File: src/rtl/display_scan_ctrl_pkg.sv
// Shared definitions for the seven-segment scan controller: active-low
// segment glyphs ({g,f,e,d,c,b,a}) and the scan sequencer state encoding.
package display_scan_ctrl_pkg;

    localparam logic [6:0] SEG_0    = 7'h40;
    localparam logic [6:0] SEG_1    = 7'h79;
    localparam logic [6:0] SEG_2    = 7'h24;
    localparam logic [6:0] SEG_3    = 7'h30;
    localparam logic [6:0] SEG_4    = 7'h19;
    localparam logic [6:0] SEG_5    = 7'h12;
    localparam logic [6:0] SEG_6    = 7'h02;
    localparam logic [6:0] SEG_7    = 7'h78;
    localparam logic [6:0] SEG_8    = 7'h00;
    localparam logic [6:0] SEG_9    = 7'h10;
    localparam logic [6:0] SEG_DASH = 7'h3F;
    localparam logic [6:0] SEG_OFF  = 7'h7F;

    typedef enum logic [1:0] {
        IDLE  = 2'd0,
        BLANK = 2'd1,
        SHOW  = 2'd2
    } scan_state_t;

endpackage

File: src/rtl/display_scan_ctrl_bcd_to_7seg.sv
// Combinational BCD to active-low seven-segment decoder. Non-BCD codes
// render as a dash so corrupt upstream data is visible on the board.
module bcd_to_7seg
    import display_scan_ctrl_pkg::*;
(
    input  logic [3:0] bcd,
    output logic [6:0] seg
);

    // Glyph lookup; anything above 9 is an error indication
    always_comb begin
        seg = SEG_DASH;
        case (bcd)
            4'd0:    seg = SEG_0;
            4'd1:    seg = SEG_1;
            4'd2:    seg = SEG_2;
            4'd3:    seg = SEG_3;
            4'd4:    seg = SEG_4;
            4'd5:    seg = SEG_5;
            4'd6:    seg = SEG_6;
            4'd7:    seg = SEG_7;
            4'd8:    seg = SEG_8;
            4'd9:    seg = SEG_9;
            default: seg = SEG_DASH;
        endcase
    end

endmodule

File: src/rtl/display_scan_ctrl.sv
// Multiplexed seven-segment scan sequencer. Each digit slot starts with a
// short all-anodes-off window (anti-ghosting) followed by the lit window.
// Inputs are captured once per frame so a digit never tears mid-frame.
// All board-facing outputs are registered from the next-state values, so
// anode and segment lines change on the same edge.
module display_scan_ctrl
    import display_scan_ctrl_pkg::*;
#(
    parameter int  NUM_DIGITS   = 4,
    parameter int  PRESCALE     = 50000,
    parameter int  BLANK_CYCLES = 16,
    localparam int IDX_W        = $clog2(NUM_DIGITS)
) (
    input  logic                    clck,
    input  logic                    rst_n,
    input  logic                    en,
    input  logic [4*NUM_DIGITS-1:0] value_bcd,
    input  logic [NUM_DIGITS-1:0]   dp_mask,
    input  logic                    lz_blank,
    output logic [NUM_DIGITS-1:0]   an,
    output logic [6:0]              seg,
    output logic                    dp,
    output logic [IDX_W-1:0]        digit_idx,
    output logic                    frame_done
);

    localparam int               PW         = $clog2(PRESCALE);
    localparam logic [PW-1:0]    LAST_PRESC = PW'(PRESCALE - 1);
    localparam logic [PW-1:0]    LAST_BLANK = PW'(BLANK_CYCLES - 1);
    localparam logic [IDX_W-1:0] LAST_IDX   = IDX_W'(NUM_DIGITS - 1);

    scan_state_t                  state_q, state_d;
    logic [PW-1:0]                presc_q, presc_d;
    logic [IDX_W-1:0]             idx_q, idx_d;
    logic                         frame_done_q, frame_done_d;
    logic                         rst_ok_q;
    logic                         snap_load;
    logic [NUM_DIGITS-1:0][3:0]   snap_val_q, snap_val_d;
    logic [NUM_DIGITS-1:0]        snap_dp_q, snap_dp_d;
    logic                         snap_lz_q, snap_lz_d;
    logic [NUM_DIGITS-1:0]        supp;
    logic [NUM_DIGITS-1:0]        an_q, an_d;
    logic [6:0]                   seg_q, seg_d, dec_seg;
    logic                         dp_q, dp_d;
    logic                         all_zero;

    // Sequencer: slot timing, digit advance, frame wrap and snapshot strobe
    always_comb begin
        state_d      = state_q;
        presc_d      = presc_q;
        idx_d        = idx_q;
        frame_done_d = 1'b0;
        snap_load    = 1'b0;
        if (!en) begin
            state_d = IDLE;
            presc_d = '0;
            idx_d   = '0;
        end else begin
            case (state_q)
                // rst_ok_q holds off the first edge after reset release
                IDLE: if (rst_ok_q) begin
                    state_d   = BLANK;
                    presc_d   = '0;
                    idx_d     = '0;
                    snap_load = 1'b1;
                end
                BLANK: begin
                    presc_d = presc_q + 1'b1;
                    if (presc_q == LAST_BLANK) state_d = SHOW;
                end
                SHOW: begin
                    if (presc_q == LAST_PRESC) begin
                        state_d = BLANK;
                        presc_d = '0;
                        if (idx_q == LAST_IDX) begin
                            idx_d        = '0;
                            frame_done_d = 1'b1;
                            snap_load    = 1'b1;
                        end else begin
                            idx_d = idx_q + 1'b1;
                        end
                    end else begin
                        presc_d = presc_q + 1'b1;
                    end
                end
                default: begin
                    state_d = IDLE;
                    presc_d = '0;
                    idx_d   = '0;
                end
            endcase
        end
    end

    // Frame snapshot captured at the start of digit 0's slot
    always_comb begin
        snap_val_d = snap_val_q;
        snap_dp_d  = snap_dp_q;
        snap_lz_d  = snap_lz_q;
        if (snap_load) begin
            snap_val_d = value_bcd;
            snap_dp_d  = dp_mask;
            snap_lz_d  = lz_blank;
        end
    end

    // Leading-zero mask: digit i dark when it and every higher digit are 0
    always_comb begin
        supp     = '0;
        all_zero = 1'b1;
        for (int i = NUM_DIGITS - 1; i >= 0; i--) begin
            all_zero = all_zero & (snap_val_q[i] == 4'd0);
            supp[i]  = snap_lz_q & all_zero & (i != 0);
        end
    end

    bcd_to_7seg u_dec (
        .bcd (snap_val_q[idx_d]),
        .seg (dec_seg)
    );

    // Output image for the coming cycle; dark unless entering/staying in SHOW
    always_comb begin
        an_d  = '1;
        seg_d = SEG_OFF;
        dp_d  = 1'b1;
        if (state_d == SHOW) begin
            an_d[idx_d] = 1'b0;
            seg_d       = supp[idx_d] ? SEG_OFF : dec_seg;
            dp_d        = ~snap_dp_q[idx_d];
        end
    end

    // State, snapshot and registered outputs
    always_ff @(posedge clck or negedge rst_n) begin
        if (!rst_n) begin
            state_q      <= IDLE;
            presc_q      <= '0;
            idx_q        <= '0;
            frame_done_q <= 1'b0;
            rst_ok_q     <= 1'b0;
            snap_val_q   <= '0;
            snap_dp_q    <= '0;
            snap_lz_q    <= 1'b0;
            an_q         <= '1;
            seg_q        <= SEG_OFF;
            dp_q         <= 1'b1;
        end else begin
            state_q      <= state_d;
            presc_q      <= presc_d;
            idx_q        <= idx_d;
            frame_done_q <= frame_done_d;
            rst_ok_q     <= 1'b1;
            snap_val_q   <= snap_val_d;
            snap_dp_q    <= snap_dp_d;
            snap_lz_q    <= snap_lz_d;
            an_q         <= an_d;
            seg_q        <= seg_d;
            dp_q         <= dp_d;
        end
    end

    assign an         = an_q;
    assign seg        = seg_q;
    assign dp         = dp_q;
    assign digit_idx  = idx_q;
    assign frame_done = frame_done_q;

endmodule

File: config.mk
export PLATFORM = sky130hd
export DESIGN_NAME = display_scan_ctrl
export DESIGN_NICKNAME = d
export VERILOG_FILES = /design/src/rtl/display_scan_ctrl_pkg.sv /design/src/rtl/display_scan_ctrl_bcd_to_7seg.sv /design/src/rtl/display_scan_ctrl.sv
export SDC_FILE = /design/constraint.sdc
export NUM_CORES = 1
export LEC_CHECK = 0
export BUFFER_PORTS_ARGS = -buffer_cell sky130_fd_sc_hd__clkbuf_2
export CAP_MARGIN = 20
export CELL_PAD_IN_SITES_DETAIL_PLACEMENT = 1
export CELL_PAD_IN_SITES_GLOBAL_PLACEMENT = 2
export CORE_MARGIN = 8
export CORE_UTILIZATION = 37
export DETAILED_ROUTE_END_ITERATION = 8
export PLACE_DENSITY = 0.84
export SETUP_SLACK_MARGIN = 0.1
export SLEW_MARGIN = 40
export SYNTH_ARGS = -nofsm -noshare
export SYNTH_HDL_FRONTEND = slang
export SYNTH_SLANG_ARGS = --single-unit
File: constraint.sdc
create_clock -name clck -period 4.44 [get_ports clck]
set_input_delay 1.11 -clock clck [delete_from_list [all_inputs] [get_ports clck]]
set_output_delay 1.11 -clock clck [all_outputs]
set_load 0.03 [all_outputs]
### Yosys cells after proc, flatten, opt, wreduce, memory -nomap -nowiden

Memory sizes are Yosys's and may differ from the RTL's.
Index checks and enable logic that the tools add are counted.

| storage, ports and cells | value |
|---|---|
| ROM bits | 112 |
| output and inout port bits | 15 |
| logic and storage cells | 71 |
| flip-flop bits (word level) | 55 |
| memories kept | 1 |

Memories:

| memory | words | bits a word | read ports | clocked after Yosys merged registers in | write ports | RTL line | source |
|---|---|---|---|---|---|---|---|
| (name not given) | 16 | 7 | 1 | 0 | 0 | display_scan_ctrl_bcd_to_7seg.sv:13 | `case (bcd)` |

| cells by class | value |
|---|---|
| equal/unequal tests | 7 |
| $lt $le $gt $ge | 2 |
| reduce and logical (&&, ||, !) cells | 5 |
| bitwise logic cells | 7 |
| add/sub/neg operators | 2 |
| mux-type cells | 33 |

Operators with widths:

| operator | number |
|---|---|
| $mux 16 | 3 |
| $pmux 16 s3 | 1 |
| $add 16x1->16 const B | 1 |
| $eq 16x16->1 const B | 1 |
| $eq 16x4->1 const B | 1 |
| $mux 2 | 8 |
| $mux 7 | 2 |
| $logic_not 4->1 | 3 |
| $pmux 2 s3 | 2 |
| $mux 1 | 10 |
| $bmux 4 s2 | 1 |
| $mux 4 | 2 |
| $eq 2x2->1 const B | 3 |
| $and 1x1->1 | 5 |
| $bmux 1 s2 | 2 |
| $not 4->4 | 1 |
| $lt 2x3->1 const B | 1 |
| $ne 3x3->1 const B | 1 |
| $add 2x1->2 const B | 1 |
| $demux 1 s2 | 1 |
| $eq 2x1->1 const B | 1 |
| $ge 2x1->1 const B | 1 |
| $logic_not 2->1 | 1 |
| $pmux 1 s2 | 1 |
| 2 further kinds | 2 |

### Longest topological paths before layout

| depth | value |
|---|---|
| word-level depth | 11 |
| depth in mapped cells | 14 |
| mapped depth without buffers | 12 |

### Cells and area by module

A second synthesis with hierarchy kept.

| unflattened totals | value |
|---|---|
| cells, all modules | 284 |
| area total of the unflattened synthesis | 3133.0 um2 |

Modules (own cells, without submodules):

| module | instances | seq. area each (um2) | cells each | area each (um2) |
|---|---|---|---|---|
| display_scan_ctrl | 1 | 1391.3 | 253 | 2892.8 |
| bcd_to_7seg | 1 | 0.0 | 31 | 240.2 |

### Least setup slack after synthesis

OpenSTA, ideal clock, no wires.

| timing path | value |
|---|---|
| kind | reg2reg |
| from | register presc_q[4] |
| to | register seg_q[3] (netlist: seg[3]) |
| data required time | 4376 ps |
| path slack | 1255 ps |
| buffers on the path | 2 |
| data arrival time | 3121 ps |
| cell stages (with the launch flop) | 13 |
| path through | dfrtp_1 > or4_1 > or4_1 > buf_2 > o211a_1 > buf_6 > mux2_1 > o22ai_1 > a21oi_1 > inv_1 > ha_1 > a21o_1 > nand3_1 |

| on the way | value |
|---|---|
| longest elaborated chain between the ends | 9 |

Ends and longest elaborated chain:

| what | RTL line | source |
|---|---|---|
| from (decl) | display_scan_ctrl.sv:33 | `logic [PW-1:0] presc_q, presc_d;` |
| from (signal assigned) | display_scan_ctrl.sv:150 | `presc_q <= presc_d;` |
| $eq 16x16->1 | display_scan_ctrl.sv:72 | `if (presc_q == LAST_PRESC) begin` |
| $mux 2 | display_scan_ctrl.sv:72 |  |
| $pmux 2 s3 | display_scan_ctrl.sv:59 | `case (state_q)` |
| $mux 2 | display_scan_ctrl.sv:54 | `if (!en) begin` |
| $bmux 4 s2 | display_scan_ctrl.sv:118 | `.bcd (snap_val_q[idx_d]),` |
| $mux 4 (not written as such) | display_scan_ctrl.sv:118 |  |
| $mem_v2 16x7 | - |  |
| $mux 7 | display_scan_ctrl.sv:129 | `seg_d = supp[idx_d] ? SEG_OFF : dec_seg;` |
| $mux 7 * | display_scan_ctrl.sv:127 | `if (state_d == SHOW) begin` |
| named net seg_d[3] | display_scan_ctrl.sv:43 | `logic [6:0] seg_q, seg_d, dec_seg;` |
| to (signal assigned) | display_scan_ctrl.sv:158 | `seg_q <= seg_d;` |
| to (decl) | display_scan_ctrl.sv:43 |  |

Mark *: on every way through the listed nets, which the timed path passes. The rest lies on a longest branch. The select of a mux whose other input is x is not followed.
A chain may end at the register's enable or synchronous reset.

### Worst setup path in the final report

Same ends and word-level chain as after synthesis.

==> flow_summary.toml <==
[grt]
grt_pass1_vias = 2512
antenna_found_initial = 0
grt_max_degree = 41
track_usage_pct = 13.8
overflow = 0
grt_pass1_wl_mm = 12.6

[finish]
final_util_pct = 43.2
drive_gt1_share_pct = 29.5
fin_area_mm2 = 0.00334
fillers = 881
antenna-diode-count = 0
instances_no_fill = 427
fin_nets = 357
syn2layout_area_growth_pct = 13.6

[setup_path]
cp_common_cell = "or4_1"
reg2reg_from = "presc_q[4]"
reg2reg_depth = 10
r2r_end = "seg[3]"
endpoint = "seg[3]"
critical_path.startpoint = "presc_q[4]"
cp_cell_sequence = "or4_1 -> or4_1 -> o211a_1 -> mux2_1 -> o22ai_1 -> a21oi_1 -> inv_1 -> ha_1 -> a21o_1 -> nand3_1"
cp.depth = 10
required_ps = 4700
worst-path-buf-inv = 1
crit_path_max_fanout = 8
cpPeakStageDelay_ps = 670
critical-path-top-delay-family = "simple AND/OR/NAND/NOR gates"
crit_arrival_ps = 3800
reg2reg_slack_ps = 900
worstSetupPathType = "flop to flop"
slowest_stage = "or4_1"
worstSetupEndpointType = "flop"
critPathLaunchType = "flop"

[cts]
clk_latency_ps = 320
ctsResizeCount = 0
cts_htree_levels = 2
cts_tree = "built"
clk_pin_slew_worst_paths_ps = 110
holdBufCountCts = 0
root_buffer = "clkbuf_8"
cts_setup_buffers = 0
numCtsBuffers = 5
cts.sinks = 55
clockBufferDepth = 2

[place]
post-place-ws_ps = 935
io_buffers = 38
place_hpwl_mm = 5.70
gp_congestion = 0.857
placed_area_mm2 = 0.00325
post-place-cells = 419

[die]
num_io_pins = 39
die_x_um = 105
dieArea_mm2 = 0.0111
die_height_um = 105
start_util_pct = 38.1
core_area_mm2 = 0.00773
fp-row-count = 32

[timing]
timing.final.hold_violations = 0
maxSlewHeadroom_pct = 61.7
fin_crit_sh_pct = 79.8
hold_ws_ps = 524
worst_pin_slew_ps = 573
finClkSkew_ps = 8.36
rsz0062_at_grt = "false"
slew_violations = 0
finalCriticalPeriod_ps = 3540
setup_viol_count_final = 0
finalSetupTns_ps = 0
worst_slack_ps = 897
fmax_mhz = 282

[power]
power_frac_clock_pct = 28.2
p_switching_uw = 305
combPwrFrac_pct = 16.9
intPower_uw = 738
peakVddDrop_mv = 0.153
power_leakage_nw = 1.44
power_frac_seq_pct = 54.9
p_total_mw = 1.04
p_per_area_mw_per_mm2 = 312
power_switching_share_pct = 29.2

[yosys]
netlist_instances = 285
synth_ff_type = "dfrtp_1"
syn_area_mm2 = 0.00294
synth-edff-count = 0
synth_nets = 318
ys_types = 56
yosysSeqAreaShare_pct = 47.3
ys_ff_latch = 55
ys.warnings.count = 0
synthArstFlopShare_pct = 100
postSynthAreaPerCell_um2 = 10.3

[drt]
dr.pass1.iters = 4
drtAntennaViolNets = 0
drt_iter0_drc = 44
drc = 0
vias = 2331
wl_mm = 7.34
wl_per_cell_um = 17.2
routed_via_density = 5.46

[min_path]
hold_class = "flop to flop"

[status]
status = "finished clean"

[flow_run]
maxCapViolations = 0
layer usage:
metal | global-route usage [%] | up-vias | part of all wire [%]
met5 | 0 | - | 0
met4 | 3.67 | 0 | 1.1
met3 | 2.58 | 6 | 2.2
met2 | 23.2 | 26 | 49
met1 | 17.7 | 1177 | 47
li1 | - | 1122 | -
power by group through the flow:
stage / logic [mW] / clock network, mW / registers [mW]
floorplan: 0.128 / 0 / 0.569
global placement: 0.172 / 0 / 0.582
detailed placement: 0.178 / 0 / 0.583
CTS: 0.179 / 0.308 / 0.573
global route: 0.196 / 0.322 / 0.579
finish: 0.176 / 0.294 / 0.573
cells by family after synthesis:
| family | synth area share (%) |
|---|---|
| buffers and inverters | 2.60 |
| adders and majority gates | 3.83 |
| xor gates and xnor gates | 1.19 |
| AOI/OAI and AO/OA | 16.2 |
| and+or+nand+nor | 18.6 |
| muxes | 10.1 |
| other | 0.128 |
| DFF | 47.3 |
registers in the layout, indices dropped and copies added, names as in the netlist, 2 cells and up:
name	flops
digit_idx	2
snap_val_q	16
an	4
presc_q	16
snap_dp_q	4
state_q	2
seg	7
cell type report:
| type | instances | area, µm² | area share [%] |
|---|---|---|---|
| clock buffers | 5 | 68.8 | 2.06 |
| well taps | 102 | 128 | 3.82 |
| multi-input cells | 212 | 1480 | 44.3 |
| flip-flops and latches | 55 | 1390 | 41.7 |
| inverters | 9 | 33.8 | 1.01 |
| repair buffers | 41 | 215 | 6.44 |
| clock inverters | 3 | 23.8 | 0.712 |
worst min-delay path by stage:
stage / startpoint / to / slack [ps] / cells after the start
floorplan: snap_lz_q / snap_lz_q / 470 / 1
global placement: snap_lz_q / snap_lz_q / 490 / 1
detailed placement: snap_lz_q / snap_lz_q / 500 / 1
CTS: snap_lz_q / snap_lz_q / 530 / 1
global route: snap_dp_q[1] / snap_dp_q[1] / 540 / 1
finish: snap_lz_q / snap_lz_q / 520 / 1
Yosys cell counts (7+ instances only):
| master | count | share of area (%) |
|---|---|---|
| a21oi_1 | 11 | 1.9 |
| clkbuf_1 | 7 | 0.89 |
| dfrtp_1 | 43 | 37 |
| dfstp_2 | 12 | 11 |
| ha_1 | 9 | 3.8 |
| inv_1 | 8 | 1.0 |
| mux2_2 | 21 | 8.0 |
| nand2_1 | 22 | 2.8 |
| nand3_1 | 19 | 3.2 |
| nor2_1 | 19 | 2.4 |
| o21ai_0 | 19 | 3.2 |
| or4_1 | 8 | 2.0 |
placed cells by master, fill, tap and decap left out, types with 4 or more instances in the layout:
cell type  instances
o31ai_1            5
clkbuf_8           5
clkbuf_2          37
nor2b_1            4
inv_1              8
nand2_1           22
and2_1             6
nand4_1            5
and4_1             4
mux2_2            21
or4_1              8
dfrtp_1           43
dfstp_2           12
a21oi_1           11
nor2_1            19
a31oi_1            5
o21ai_0           19
nand3_1           19
ha_1               9
Note: power is estimated with default switching activity, not from simulation.
